$ cat src/rtl/uv_recon_pkg.sv
`default_nettype none
// +----------------------------------------------------------------------+
// | uv_recon_pkg                                                         |
// | Shared types and constants for the chroma reconstruction sequencer:  |
// | FSM state encoding, coordinate/derr widths, derr field offsets and   |
// | the top/left derr packing helpers.                                   |
// | Revision: 1.0                                                        |
// +----------------------------------------------------------------------+
package uv_recon_pkg;

  localparam int MB_COORD_W   = 10;
  localparam int DERR_W       = 48;
  localparam int DERR_PACK_W  = 32;
  localparam int DERR_FIELD_W = 8;

  // Channel base offsets inside the 48-bit engine derr word
  localparam int CH0_OFS = 0;
  localparam int CH1_OFS = 24;

  // Field offsets inside one 24-bit channel
  localparam int E0_OFS = 0;
  localparam int E1_OFS = 8;
  localparam int E2_OFS = 16;

  typedef enum logic [1:0] {
    ST_IDLE     = 2'd0,
    ST_WAIT_IN  = 2'd1,
    ST_RUN      = 2'd2,
    ST_WAIT_OUT = 2'd3
  } state_t;

  function automatic logic [DERR_FIELD_W-1:0] derr_field(
    input logic [DERR_W-1:0] d,
    input int                ch_ofs,
    input int                e_ofs
  );
    return d[ch_ofs + e_ofs +: DERR_FIELD_W];
  endfunction

  // Word handed to the row below: {c1.e1, c1.e0, c0.e1, c0.e0}
  function automatic logic [DERR_PACK_W-1:0] pack_top(input logic [DERR_W-1:0] d);
    return {derr_field(d, CH1_OFS, E1_OFS), derr_field(d, CH1_OFS, E0_OFS),
            derr_field(d, CH0_OFS, E1_OFS), derr_field(d, CH0_OFS, E0_OFS)};
  endfunction

  // Word handed to the right neighbour: {c1.e2, c1.e0, c0.e2, c0.e0}
  function automatic logic [DERR_PACK_W-1:0] pack_left(input logic [DERR_W-1:0] d);
    return {derr_field(d, CH1_OFS, E2_OFS), derr_field(d, CH1_OFS, E0_OFS),
            derr_field(d, CH0_OFS, E2_OFS), derr_field(d, CH0_OFS, E0_OFS)};
  endfunction

endpackage
`default_nettype wire

$ cat src/rtl/uv_recon_sched_if.sv
`default_nettype none
// +----------------------------------------------------------------------+
// | uv_recon_sched_if                                                    |
// | Bundle of frame control, upstream/downstream handshakes and engine   |
// | control/derr signals around the reconstruction sequencer.            |
// | master: environment side (upstream, engine, downstream).             |
// | slave : sequencer side.                                              |
// | Revision: 1.0                                                        |
// +----------------------------------------------------------------------+
interface uv_recon_sched_if;
  import uv_recon_pkg::*;

  logic                   frame_start;
  logic [MB_COORD_W-1:0]  mb_w;
  logic [MB_COORD_W-1:0]  mb_h;
  logic                   in_valid;
  logic                   in_ready;
  logic                   recon_start;
  logic [MB_COORD_W-1:0]  recon_x;
  logic [MB_COORD_W-1:0]  recon_y;
  logic                   recon_done;
  logic [DERR_W-1:0]      recon_derr;
  logic                   top_derr_en;
  logic [MB_COORD_W-1:0]  top_derr_addr;
  logic [DERR_PACK_W-1:0] top_derr;
  logic [DERR_PACK_W-1:0] left_derr;
  logic                   out_valid;
  logic                   out_ready;
  logic                   frame_done;

  modport master (
    output frame_start, mb_w, mb_h, in_valid, recon_done, recon_derr,
           top_derr_en, top_derr_addr, out_ready,
    input  in_ready, recon_start, recon_x, recon_y, top_derr, left_derr,
           out_valid, frame_done
  );

  modport slave (
    input  frame_start, mb_w, mb_h, in_valid, recon_done, recon_derr,
           top_derr_en, top_derr_addr, out_ready,
    output in_ready, recon_start, recon_x, recon_y, top_derr, left_derr,
           out_valid, frame_done
  );

endinterface
`default_nettype wire

$ cat src/rtl/uv_derr_line_buf.sv
`default_nettype none
// +----------------------------------------------------------------------+
// | uv_derr_line_buf                                                     |
// | Top-row diffusion-error line buffer: one write port, one registered  |
// | read port with write-first bypass, and a zero-force input that makes |
// | reads return 0 while the first MB row is being processed.           |
// | Revision: 1.0                                                        |
// +----------------------------------------------------------------------+
module uv_derr_line_buf
  import uv_recon_pkg::*;
#(
  parameter int MAX_MB_W = 1024
) (
  input  logic                   clk,
  input  logic                   rst_n,
  input  logic                   wr_en,
  input  logic [MB_COORD_W-1:0]  wr_addr,
  input  logic [DERR_PACK_W-1:0] wr_data,
  input  logic                   rd_en,
  input  logic [MB_COORD_W-1:0]  rd_addr,
  input  logic                   zero_force,
  output logic [DERR_PACK_W-1:0] rd_data
);

  logic [DERR_PACK_W-1:0] mem [MAX_MB_W];

  // Storage array; contents deliberately survive across frames
  always_ff @(posedge clk) begin
    if (wr_en) begin
      mem[wr_addr] <= wr_data;
    end
  end

  // Registered read: zero on row 0, otherwise new data wins on an address collision
  always_ff @(posedge clk or negedge rst_n) begin
    if (!rst_n) begin
      rd_data <= '0;
    end else if (rd_en) begin
      if (zero_force) begin
        rd_data <= '0;
      end else if (wr_en && (wr_addr == rd_addr)) begin
        rd_data <= wr_data;
      end else begin
        rd_data <= mem[rd_addr];
      end
    end
  end

endmodule
`default_nettype wire

$ cat src/rtl/uv_recon_sched.sv
`default_nettype none
// +----------------------------------------------------------------------+
// | uv_recon_sched                                                       |
// | Macroblock sequencer for the chroma reconstruction engine: raster    |
// | walk of MB positions, input gating, engine start pulse, downstream   |
// | valid/ready hand-off and diffusion-error neighbour supply.           |
// | Build option: define UV_DERR_EN to include the top-row line buffer   |
// | and left-neighbour derr register; otherwise both outputs read 0.     |
// | Revision: 1.0                                                        |
// +----------------------------------------------------------------------+
module uv_recon_sched
  import uv_recon_pkg::*;
#(
  parameter int MAX_MB_W = 1024
) (
  input  logic            clk,
  input  logic            rst_n,
  uv_recon_sched_if.slave bus
);

  state_t                state;
  state_t                state_next;
  logic [MB_COORD_W-1:0] mb_w_q;
  logic [MB_COORD_W-1:0] mb_h_q;
  logic [MB_COORD_W-1:0] x;
  logic [MB_COORD_W-1:0] y;
  logic                  recon_start_q;
  logic                  frame_done_q;
  logic                  start_next;
  logic                  done_next;
  logic                  load_frame;
  logic                  advance;
  logic                  at_row_end;
  logic                  last_mb;

  assign at_row_end = (x == mb_w_q);
  assign last_mb    = at_row_end && (y == mb_h_q);

  // State register
  always_ff @(posedge clk or negedge rst_n) begin
    if (!rst_n) begin
      state <= ST_IDLE;
    end else begin
      state <= state_next;
    end
  end

  // Next-state and control decode
  always_comb begin
    state_next = state;
    start_next = 1'b0;
    done_next  = 1'b0;
    load_frame = 1'b0;
    advance    = 1'b0;
    case (state)
      ST_IDLE: begin
        if (bus.frame_start) begin
          state_next = ST_WAIT_IN;
          load_frame = 1'b1;
        end
      end
      ST_WAIT_IN: begin
        if (bus.in_valid) begin
          state_next = ST_RUN;
          start_next = 1'b1;
        end
      end
      ST_RUN: begin
        if (bus.recon_done) begin
          state_next = ST_WAIT_OUT;
        end
      end
      ST_WAIT_OUT: begin
        if (bus.out_ready) begin
          if (last_mb) begin
            state_next = ST_IDLE;
            done_next  = 1'b1;
          end else begin
            state_next = ST_WAIT_IN;
            advance    = 1'b1;
          end
        end
      end
      default: state_next = ST_IDLE;
    endcase
  end

  // One-cycle pulses for engine start and end of frame
  always_ff @(posedge clk or negedge rst_n) begin
    if (!rst_n) begin
      recon_start_q <= 1'b0;
      frame_done_q  <= 1'b0;
    end else begin
      recon_start_q <= start_next;
      frame_done_q  <= done_next;
    end
  end

  // Frame geometry latch and raster position walk
  always_ff @(posedge clk or negedge rst_n) begin
    if (!rst_n) begin
      mb_w_q <= '0;
      mb_h_q <= '0;
      x      <= '0;
      y      <= '0;
    end else if (load_frame) begin
      mb_w_q <= bus.mb_w;
      mb_h_q <= bus.mb_h;
      x      <= '0;
      y      <= '0;
    end else if (advance) begin
      if (at_row_end) begin
        x <= '0;
        y <= y + 1'b1;
      end else begin
        x <= x + 1'b1;
      end
    end
  end

  assign bus.in_ready    = (state == ST_WAIT_IN);
  assign bus.out_valid   = (state == ST_WAIT_OUT);
  assign bus.recon_start = recon_start_q;
  assign bus.frame_done  = frame_done_q;
  assign bus.recon_x     = x;
  assign bus.recon_y     = y;

`ifdef UV_DERR_EN
  logic                   capture;
  logic                   row_wrap;
  logic [DERR_PACK_W-1:0] left_q;
  logic                   wr_en_q;
  logic [MB_COORD_W-1:0]  wr_addr_q;
  logic [DERR_PACK_W-1:0] wr_data_q;

  assign capture  = (state == ST_RUN) && bus.recon_done;
  assign row_wrap = advance && at_row_end;

  // Capture engine derr at done; the line-buffer write lands one edge later
  always_ff @(posedge clk or negedge rst_n) begin
    if (!rst_n) begin
      left_q    <= '0;
      wr_en_q   <= 1'b0;
      wr_addr_q <= '0;
      wr_data_q <= '0;
    end else begin
      wr_en_q <= capture;
      if (capture) begin
        left_q    <= pack_left(bus.recon_derr);
        wr_addr_q <= x;
        wr_data_q <= pack_top(bus.recon_derr);
      end else if (load_frame || row_wrap) begin
        left_q <= '0;
      end
    end
  end

  // Column 0 has no left neighbour
  assign bus.left_derr = (x == '0) ? '0 : left_q;

  uv_derr_line_buf #(
    .MAX_MB_W (MAX_MB_W)
  ) u_line_buf (
    .clk        (clk),
    .rst_n      (rst_n),
    .wr_en      (wr_en_q),
    .wr_addr    (wr_addr_q),
    .wr_data    (wr_data_q),
    .rd_en      (bus.top_derr_en),
    .rd_addr    (bus.top_derr_addr),
    .zero_force (y == '0),
    .rd_data    (bus.top_derr)
  );
`else
  localparam int unused_max_mb_w = MAX_MB_W;
  logic          unused_derr_inputs;

  assign unused_derr_inputs = ^{bus.recon_derr, bus.top_derr_en, bus.top_derr_addr};
  assign bus.left_derr      = '0;
  assign bus.top_derr       = '0;
`endif

endmodule
`default_nettype wire

$ cat src/flat_wrapper.sv
// flat-port wrapper written by rule: the top's interface ports become plain ports
module uv_recon_sched_flat import uv_recon_pkg::*;
#(
  parameter int MAX_MB_W = 1024
)
  (clk, rst_n, bus_frame_start, bus_mb_w, bus_mb_h, bus_in_valid, bus_recon_done, bus_recon_derr, bus_top_derr_en, bus_top_derr_addr, bus_out_ready, bus_in_ready, bus_recon_start, bus_recon_x, bus_recon_y, bus_top_derr, bus_left_derr, bus_out_valid, bus_frame_done);
  uv_recon_sched_if bus_i ();
  input  logic clk;
  input  logic rst_n;
  input wire logic [$bits(bus_i.frame_start)-1:0] bus_frame_start;
  input wire logic [$bits(bus_i.mb_w)-1:0] bus_mb_w;
  input wire logic [$bits(bus_i.mb_h)-1:0] bus_mb_h;
  input wire logic [$bits(bus_i.in_valid)-1:0] bus_in_valid;
  input wire logic [$bits(bus_i.recon_done)-1:0] bus_recon_done;
  input wire logic [$bits(bus_i.recon_derr)-1:0] bus_recon_derr;
  input wire logic [$bits(bus_i.top_derr_en)-1:0] bus_top_derr_en;
  input wire logic [$bits(bus_i.top_derr_addr)-1:0] bus_top_derr_addr;
  input wire logic [$bits(bus_i.out_ready)-1:0] bus_out_ready;
  output wire logic [$bits(bus_i.in_ready)-1:0] bus_in_ready;
  output wire logic [$bits(bus_i.recon_start)-1:0] bus_recon_start;
  output wire logic [$bits(bus_i.recon_x)-1:0] bus_recon_x;
  output wire logic [$bits(bus_i.recon_y)-1:0] bus_recon_y;
  output wire logic [$bits(bus_i.top_derr)-1:0] bus_top_derr;
  output wire logic [$bits(bus_i.left_derr)-1:0] bus_left_derr;
  output wire logic [$bits(bus_i.out_valid)-1:0] bus_out_valid;
  output wire logic [$bits(bus_i.frame_done)-1:0] bus_frame_done;
  assign bus_i.frame_start = bus_frame_start;
  assign bus_i.mb_w = bus_mb_w;
  assign bus_i.mb_h = bus_mb_h;
  assign bus_i.in_valid = bus_in_valid;
  assign bus_i.recon_done = bus_recon_done;
  assign bus_i.recon_derr = bus_recon_derr;
  assign bus_i.top_derr_en = bus_top_derr_en;
  assign bus_i.top_derr_addr = bus_top_derr_addr;
  assign bus_i.out_ready = bus_out_ready;
  assign bus_in_ready = bus_i.in_ready;
  assign bus_recon_start = bus_i.recon_start;
  assign bus_recon_x = bus_i.recon_x;
  assign bus_recon_y = bus_i.recon_y;
  assign bus_top_derr = bus_i.top_derr;
  assign bus_left_derr = bus_i.left_derr;
  assign bus_out_valid = bus_i.out_valid;
  assign bus_frame_done = bus_i.frame_done;
  uv_recon_sched #(.MAX_MB_W(MAX_MB_W)) u_core (.clk(clk), .rst_n(rst_n), .bus(bus_i));
endmodule
$ cat config.mk
export PLATFORM = sky130hd
export DESIGN_NAME = uv_recon_sched_flat
export DESIGN_NICKNAME = d
export VERILOG_FILES = /design/src/rtl/uv_recon_pkg.sv /design/src/rtl/uv_recon_sched_if.sv /design/src/rtl/uv_derr_line_buf.sv /design/src/rtl/uv_recon_sched.sv /design/src/flat_wrapper.sv
export SDC_FILE = /design/constraint.sdc
export NUM_CORES = 1
export LEC_CHECK = 0
export BUFFER_PORTS_ARGS = -buffer_cell sky130_fd_sc_hd__buf_2
export CORE_ASPECT_RATIO = 0.75
export CORE_MARGIN = 2
export CORE_UTILIZATION = 47
export CTS_CLUSTER_SIZE = 14
export DETAILED_ROUTE_END_ITERATION = 10
export HOLD_SLACK_MARGIN = 0.15
export PLACE_DENSITY = 0.86
export SLEW_MARGIN = 20
export SYNTH_ARGS = -nofsm -noshare
export SYNTH_HDL_FRONTEND = slang
export SYNTH_HIERARCHICAL = 1
export SYNTH_SLANG_ARGS = --single-unit
$ cat constraint.sdc
create_clock -name clk -period 3.26 [get_ports clk]
set_input_delay 0.815 -clock clk [delete_from_list [all_inputs] [get_ports clk]]
set_output_delay 0.815 -clock clk [all_outputs]
set_load 0.01 [all_outputs]
## Word-level counts from Yosys, hierarchy flattened

Index checks and enable logic that the tools add are counted.

- Mux-type cells: 22
- Eq/ne operators: 9
- Reductions and logical operators: 6
- Add/subtract/negate cells: 2

Operators with widths:

| kind | count |
|---|---|
| two-way mux 10 bit | 6 |
| adder 10 x 1 -> 10 bit (second input constant) | 2 |
| equality test 10 bit | 2 |
| two-way mux 1 bit | 11 |
| two-way mux 2 bit | 4 |
| != test 2 bit (second input constant) | 4 |
| one-hot mux 2 bit (4 select lines) | 1 |
| equality test 2 bit (second input constant) | 2 |
| AND reduction 4 bit | 1 |
| nonzero test 2 bit | 2 |
| equality test 2 x 1 -> 1 bit (second input constant) | 1 |
| zero test 2 bit | 1 |
| AND reduction 2 bit | 1 |
| logical AND 1 bit | 1 |

- Bits of input ports: 85
- Output and inout port bits: 88
- Logic and storage cells: 46
- Flip-flop bits (word level): 44

## Logic depth before layout (Yosys ltp)

Gate-level depths: netlist (run 1).

- Word-level depth: 7
- Gate-level depth with buffers: 8
- Gate-level depth less buffers: 6

## Least setup slack after synthesis (run 1)

OpenSTA, ideal clock, no wires.

- Path type: input-to-reg
- Start point: input port bus_out_ready
- End point: register u_core.y[7] (netlist: u_core/bus.recon_y[7])
- Required time: 3.182 ns
- Stages: 6
- Slack: 1.244 ns
- Arrival time: 1.938 ns
- Library setup time: 0.078 ns
- Path buffers: 1
- Cells stage by stage: and2_1 clkbuf_1 and4_1 nand2_1 or3_1 a21oi_1

- Cells in the longest elaborated chain, start to end: 4

Ends and longest elaborated chain:

| what | RTL line | RTL |
|---|---|---|
| from (decl) | flat_wrapper.sv:18 | `input wire logic [$bits(bus_i.out_ready)-1:0] bus_out_ready;` |
| two-way mux 1 bit | uv_recon_sched.sv:74 | `if (bus.out_ready) begin` |
| two-way mux 1 bit | uv_recon_sched.sv:55 | `case (state)` |
| nonzero test 2 bit (no source line) | - |  |
| AND reduction 2 bit (no source line) | - |  |
| to (signal assigned) | uv_recon_sched.sv:114 | `y <= y + 1'b1;` |
| to (decl) | uv_recon_sched.sv:26 | `logic [MB_COORD_W-1:0] y;` |

Every way passes these cells.
A chain may end at the register's enable or synchronous reset.

## Final worst setup path (run 1)

- Start point: register u_core.x[2] (netlist: u_core/bus.recon_x[2])
- End point: register u_core.y[9] (netlist: u_core/bus.recon_y[9])

- Cells in the longest elaborated chain, start to end: 7
- Elaborated cells on any way between the ends: 8
- Classes of those cells: eq/ne: 1; mux: 3; reduce/logical: 4

Ends and longest elaborated chain:

| what | RTL line | RTL |
|---|---|---|
| from (decl) | uv_recon_sched.sv:25 | `logic [MB_COORD_W-1:0] x;` |
| from (signal assigned) | uv_recon_sched.sv:116 | `x <= x + 1'b1;` |
| equality test 10 bit * | uv_recon_sched.sv:36 | `assign at_row_end = (x == mb_w_q);` |
| logical AND 1 bit | uv_recon_sched.sv:37 | `assign last_mb = at_row_end && (y == mb_h_q);` |
| two-way mux 1 bit | uv_recon_sched.sv:75 | `if (last_mb) begin` |
| two-way mux 1 bit | uv_recon_sched.sv:74 |  |
| two-way mux 1 bit | uv_recon_sched.sv:55 |  |
| nonzero test 2 bit (no source line) | - |  |
| AND reduction 2 bit (no source line) * | - |  |

Every way passes the cells marked *; elsewhere a longest branch is shown, timed or not.

==> flow_metrics.env, run 1 <==
export IMPL_status="completed"
export IMPL_first_pass_iters=4
export IMPL_clk_insertion_delay_late_ns=0.29
export IMPL_cpPeakStageDelay_ns=0.48
export IMPL_min_path_cells=2
export IMPL_cts_made_buffers=5
export IMPL_ios=173
export IMPL_rows=24
export IMPL_cts_max_level=2
export IMPL_wl_per_cell_microns=12.6
export IMPL_fin_cells=443
export IMPL_wl_met1_mm=2.55
export IMPL_cts_tree="done"
export IMPL_synth_top_cell_by_area="dfrtp_1"
export IMPL_syn2layout_area_growth_pct=6.98
export IMPL_clk_pin_slew_ns=0.08
export IMPL_path_cells="xor2_1, nor4_2, and4_1, nand2_1, or3_1, a21oi_1"
export IMPL_async_flop_share_pct=100
export IMPL_rsz0062_at_grt="false"
export IMPL_drtIter0Drc=113
export IMPL_grt_usage_pct=16.8
export IMPL_timing_final_ws_setup_ns=0.921
export IMPL_cp_top_family="simple AND/OR/NAND/NOR gates"
export IMPL_core_area_sq_um=5800
export IMPL_dieArea_sq_um=6630
export IMPL_slew_limit_headroom_pct=63.3
export IMPL_final_area_sq_um=3010
export IMPL_skew_ns=0.00632
export IMPL_ys_ff_latch=44
export IMPL_postCtsSetupBuffers=0
export IMPL_dr_wl_met3_microns=293
export IMPL_cts_sinks=44
export IMPL_root_buffer="clkbuf_8"
export IMPL_avgSynthCellArea_sq_um=8.93
export IMPL_place_inst=435
export IMPL_antenna_found_initial=0
export IMPL_synth_edf_count=0
export IMPL_tightestPinTransition_ns=0.551
export IMPL_cts_buffer_depth=2
export IMPL_r2r_cells=6
export IMPL_cts_resized=0
export IMPL_critical_path_depth=6
export IMPL_grt_pass1_vias=1958
export IMPL_fmax_mhz=428
export IMPL_routed_top_layer="met4"
export IMPL_synth_area_leaders="dfrtp_1, buf_4, nand2_1"
export IMPL_regArea_sq_um=1100
export IMPL_synth_most_common_cell="nand2_1"
export IMPL_synth_top_area_share_pct=39.1
export IMPL_p_per_area_nw_per_um2=664
export IMPL_grt_overflow=0
export IMPL_dp_hpwl_mm=4.22
export IMPL_synth_seq_area_share_pct=39.1
export IMPL_worst_path_buf_inv=0
export IMPL_timing_final_crit_share_pct=71.7
export IMPL_grt_max_degree=45
export IMPL_nFillCells=566
export IMPL_hold_violations=0
export IMPL_synth_cells=315
export IMPL_start_util_pct=48.6
export IMPL_grt_first_pass_wirelength_mm=8.89
export IMPL_met2_length_mm=2.67
export IMPL_start_kind="flop"
export IMPL_yosys_warnings=6
export IMPL_maxSlewViolCount=0
export IMPL_die_h_microns=71.0
export IMPL_synth_common_cells="nand2_1, buf_4, dfrtp_1"
export IMPL_antenna_cells=0
export IMPL_num_nets_final=456
export IMPL_synth_ff_type="dfrtp_1"
export IMPL_crit_path_top_delay_cell="dfrtp_1"
export IMPL_dp_slack_ns=0.821
export IMPL_place_congestion=0.789
export IMPL_vias_per_cell=4.57
export IMPL_hold_slack_ns=0.500
export IMPL_ctsHoldBuffers=0
export IMPL_p_leak_nw=1.68
export IMPL_drive_above_1_share_pct=19.2
export IMPL_synth_cell_types=38
export IMPL_hold_path_class="reg2reg"
export IMPL_cap_violations=0
export IMPL_multiInputGateArea_sq_um=1400
export IMPL_finalSetupViolCount=0
export IMPL_arrival_ns=2.56
export IMPL_crit_path_end_kind="flop"
export IMPL_drt_total_wl_mm=5.56
export IMPL_critical_path_class="reg2reg"
export IMPL_vias=2026
export IMPL_vdd_drop_max_v=0.000243
export IMPL_fin_tns_setup_ns=0
export IMPL_finalCriticalPeriod_ns=2.34
export IMPL_die_x_microns=93.3
export IMPL_io_buffers=49
export IMPL_crit_fanout=18
export IMPL_drcViolationCount=0
export IMPL_worstPathRequired_ns=3.48
export IMPL_dpl_instance_area_sq_um=2900
export IMPL_netlist_area_sq_um=2810
export IMPL_ant_nets=0
## cell families after synthesis
group,after synthesis,synth area share (%)
compound gates,31,7.56
xor+xnor,27,8.40
fa+ha+maj,7,3.11
buf+inv,81,19.4
flops,44,39.1
mux,3,1.16
other cells,1,0.133
simple gates,121,21.1
## cells in the final DEF (no fill, tap or decap), types with 2 or more instances in the layout
master and instances:
o21ai_0 10, conb_1 64, or3_1 8, a21oi_1 9, nor2_1 16, and3_1 5
nor4_2 3, inv_1 9, nand3_1 9, buf_4 3, buf_2 48, xor2_1 24
mux2_2 2, o211ai_1 3, nand2_1 67, and2_1 3, dfrtp_1 44, a211o_1 2
nor3_1 2, nand4_1 2, xnor2_1 3, clkbuf_8 5, ha_1 7
## area by class of cell
class / count / area share [%]
inverter: 9 / 1.12
sequential: 44 / 36.6
multi-input combinational: 253 / 46.6
timing repair buffer: 51 / 8.73
clock buffer: 5 / 2.29
clock inverter: 3 / 1.41
tap: 78 / 3.24
## tightest hold or removal path: stages (launching register included)
cell	delay, ns
dfrtp_1	0.36
nand2_1	0.06
nand2_1	0.05
## power by group
| part | total (mW) | internal [mW] | switching, mW |
|---|---|---|---|
| clock network | 0.414 | 0.227 | 0.187 |
| logic | 0.749 | 0.296 | 0.452 |
| registers | 0.837 | 0.699 | 0.138 |
| total | 2.00 | 1.22 | 0.777 |
## final timing paths
kind                            slack, ns                               from                                end
worst max register to register       0.92  u_core/bus.recon_x[2]$_DFFE_PN0P_  u_core/bus.recon_y[9]$_DFFE_PN0P_
min in group asynchronous            0.51                              rst_n  u_core/bus.recon_x[2]$_DFFE_PN0P_
worst min register to register       0.50       u_core/mb_h_q[1]$_DFFE_PN0P_       u_core/mb_h_q[1]$_DFFE_PN0P_
worst min-delay path                 0.50       u_core/mb_h_q[1]$_DFFE_PN0P_       u_core/mb_h_q[1]$_DFFE_PN0P_
worst max-delay path                 0.92  u_core/bus.recon_x[2]$_DFFE_PN0P_  u_core/bus.recon_y[9]$_DFFE_PN0P_
max in group asynchronous            2.38                              rst_n  u_core/bus.recon_y[4]$_DFFE_PN0P_
## state kept, by name, summed over array words and instances (netlist names)
name	cells
u_core/state	2
u_core/bus.frame_done	1
u_core/bus.recon_start	1
u_core/mb_h_q	10
u_core/bus.recon_y	10
u_core/mb_w_q	10
u_core/bus.recon_x	10
## routing by layer
layer	track usage, %	vias up
li1	-	996
met1	22.8	966
met4	5.39	0
met2	27.4	60
met3	3.30	4
met5	0	-
## through the flow
step	utilization, %	power, mW
after global placement	50.0	1.55
after floorplan	-	1.44
final	51.9	2.00
after global routing	51.9	2.14
after detailed placement	50.0	1.60
after CTS	51.9	2.02
No activity file was read; power rests on OpenSTA's default activity.
==> run 2, diff against run 1 <==
CORE_UTILIZATION = 39   (was 47)
PLACE_DENSITY = 0.76   (was 0.86)
clock period = 2.02 ns   (was 3.26 ns; I/O delays follow)
==> flow_metrics.env, run 2 (synthesis gave the netlist of run 1 again) <==
export IMPL_slew_limit_headroom_pct=63.8
export IMPL_cpPeakStageDelay_ns=0.39
export IMPL_num_nets_final=481
export IMPL_die_h_microns=77.6
export IMPL_swShare_pct=37.9
export IMPL_finalCriticalPeriod_ns=2.03
export IMPL_power_total_mw=3.36
export IMPL_clk_insertion_delay_late_ns=0.30
export IMPL_crit_path_top_delay_cell="dfrtp_1"
export IMPL_met3_usage_pct=3.51
export IMPL_nFillCells=674
export IMPL_drt_total_wl_mm=5.72
export IMPL_p_leak_nw=1.82
export IMPL_syn2layout_area_growth_pct=16.6
export IMPL_start_util_pct=40.8
export IMPL_cts_made_buffers=5
export IMPL_root_buffer="clkbuf_8"
export IMPL_p_seq_share_pct=38.5
export IMPL_grtUsageMet2_pct=21.8
export IMPL_clk_pin_slew_ns=0.09
export IMPL_worst_path_buf_inv=2
export IMPL_antenna_found_initial=0
export IMPL_p_per_area_nw_per_um2=1030
export IMPL_skew_ns=0.00777
export IMPL_path_cells="xor2_1, nor4_2, buf_4, and4_1, nand2_2, buf_6, or3_1, a21oi_1"
export IMPL_wl_per_cell_microns=11.7
export IMPL_final_cell_mix="nand2_1, conb_1, buf_2"
export IMPL_busiest_layer="met2"
export IMPL_ios=173
export IMPL_vias=2095
export IMPL_cts_tree="done"
export IMPL_grt_usage_pct=14.4
export IMPL_vias_per_cell=4.29
export IMPL_fin_cells=488
export IMPL_grt_overflow=0
export IMPL_rows=26
export IMPL_dieArea_sq_um=7920
export IMPL_critical_path_class="reg2reg"
export IMPL_start_kind="flop"
export IMPL_worstPathRequired_ns=2.25
export IMPL_rsz0062_at_grt="true"
export IMPL_p_int_mw=2.09
export IMPL_r2r_start="u_core/bus.recon_x[6]$_DFFE_PN0P_"
export IMPL_pwr_share_clk_pct=19.8
export IMPL_violations="negative setup slack"
export IMPL_crit_path_start="u_core/bus.recon_x[6]$_DFFE_PN0P_"
export IMPL_cap_violations=0
export IMPL_drcViolationCount=0
export IMPL_fin_tns_setup_ns=-0.0304
export IMPL_fmax_mhz=492
export IMPL_maxSlewViolCount=0
export IMPL_power_switching_mw=1.28
export IMPL_dp_slack_ns=-0.0399
export IMPL_drive_above_1_share_pct=27.2
export IMPL_grtUsageMet1_pct=20.6
export IMPL_p_comb_share_pct=41.7
export IMPL_final_common_cell="nand2_1"
export IMPL_status="complete, but fails checks"
export IMPL_grt_pass1_vias=1912
export IMPL_tightestPinTransition_ns=0.543
export IMPL_cts_buffer_depth=2
export IMPL_cts_max_level=2
export IMPL_grt_max_degree=45
export IMPL_timing_final_crit_share_pct=101
export IMPL_first_pass_iters=4
export IMPL_io_buffers=49
export IMPL_antenna_cells=0
export IMPL_cts_sinks=44
export IMPL_die_x_microns=102
export IMPL_final_util_pct=47.6
export IMPL_place_congestion=0.875
export IMPL_arrival_ns=2.26
export IMPL_hold_violations=0
export IMPL_ctsHoldBuffers=0
export IMPL_timing_final_ws_setup_ns=-0.0124
export IMPL_core_area_sq_um=6900
export IMPL_crit_fanout=8
export IMPL_dp_hpwl_mm=4.38
export IMPL_drtIter0Drc=79
export IMPL_cp_top_family="simple AND/OR/NAND/NOR gates"
export IMPL_hold_path_class="in2async"
export IMPL_finalSetupViolCount=3
export IMPL_ant_nets=0
export IMPL_postCtsSetupBuffers=0
export IMPL_vdd_drop_max_v=0.000427
export IMPL_crit_path_end_kind="flop"
export IMPL_grt_first_pass_wirelength_mm=8.98
export IMPL_place_inst=480
==> run 2: cell count changes in the layout (fill, tap and decap cells not counted), moves of 3 or more <==
cell	before	now
buf_6	0	3
a21oi_1	9	4
or3_4	0	4
a21oi_2	1	6
or3_1	8	4
buf_4	3	24
==> run 2: worst reg2reg max path: cells and delay by family, from the launching register on <==
family	cells	cell delay, ns
simple gates	4	0.96
compound gates	1	0.14
buf+inv	2	0.31
flops	1	0.39
xor+xnor	1	0.17
==> run 2: what timing repair did <==
item,CTS,global route
pin swaps,10,9
endpoints found under the setup margin,8,18
gates resized for setup,4,12
==> run 2: final timing paths <==
kind | endpoint | slack (ns) | cells after the start
worst max-delay path | u_core/bus.recon_y[6]$_DFFE_PN0P_ | -0.01 | 8
worst min-delay path | u_core/bus.recon_x[3]$_DFFE_PN0P_ | 0.27 | 2
worst max register to register | u_core/bus.recon_y[6]$_DFFE_PN0P_ | -0.01 | 8
worst min register to register | u_core/mb_h_q[1]$_DFFE_PN0P_ | 0.50 | 2
max in group asynchronous | u_core/bus.recon_y[1]$_DFFE_PN0P_ | 1.38 | 2
min in group clk | u_core/mb_h_q[0]$_DFFE_PN0P_ | 0.40 | 3
==> run 2: routing by layer <==
metal  part of all wire (%)  up-vias  wire, microns
li1                       -     1047              -
met1                     47      980           2680
met2                     46       63           2630
met3                    6.0        5            344
met4                    1.0        0             59
met5                      0        -              0
==> run 2: area by class of cell <==
cell class	instances	area (sq um)	share of cell area [%]
inverters	9	33.8	1.03
well taps	98	123	3.74
clock buffers	6	72.6	2.21
clock inverters	2	35.0	1.07
multi-input cells	253	1460	44.4
repair buffers	76	459	14.0
flip-flops and latches	44	1100	33.6
==> run 2: power groups by stage <==
stage	registers, mW	logic (mW)	clock network (mW)
2_1_floorplan	1.33	0.993	0
3_3_place_gp	1.31	1.33	0
3_5_place_dp	1.31	1.37	0
4_1_cts	1.30	1.39	0.678
5_1_grt	1.33	1.56	0.714
6_report	1.30	1.40	0.665
==> run 2: through the flow <==
step	area, sq um	hold slack [ns]
after global routing	3280	0.321
after global placement	3110	0.479
after CTS	3230	0.294
final	3280	0.268
after detailed placement	3110	0.485
after floorplan	3050	0.209
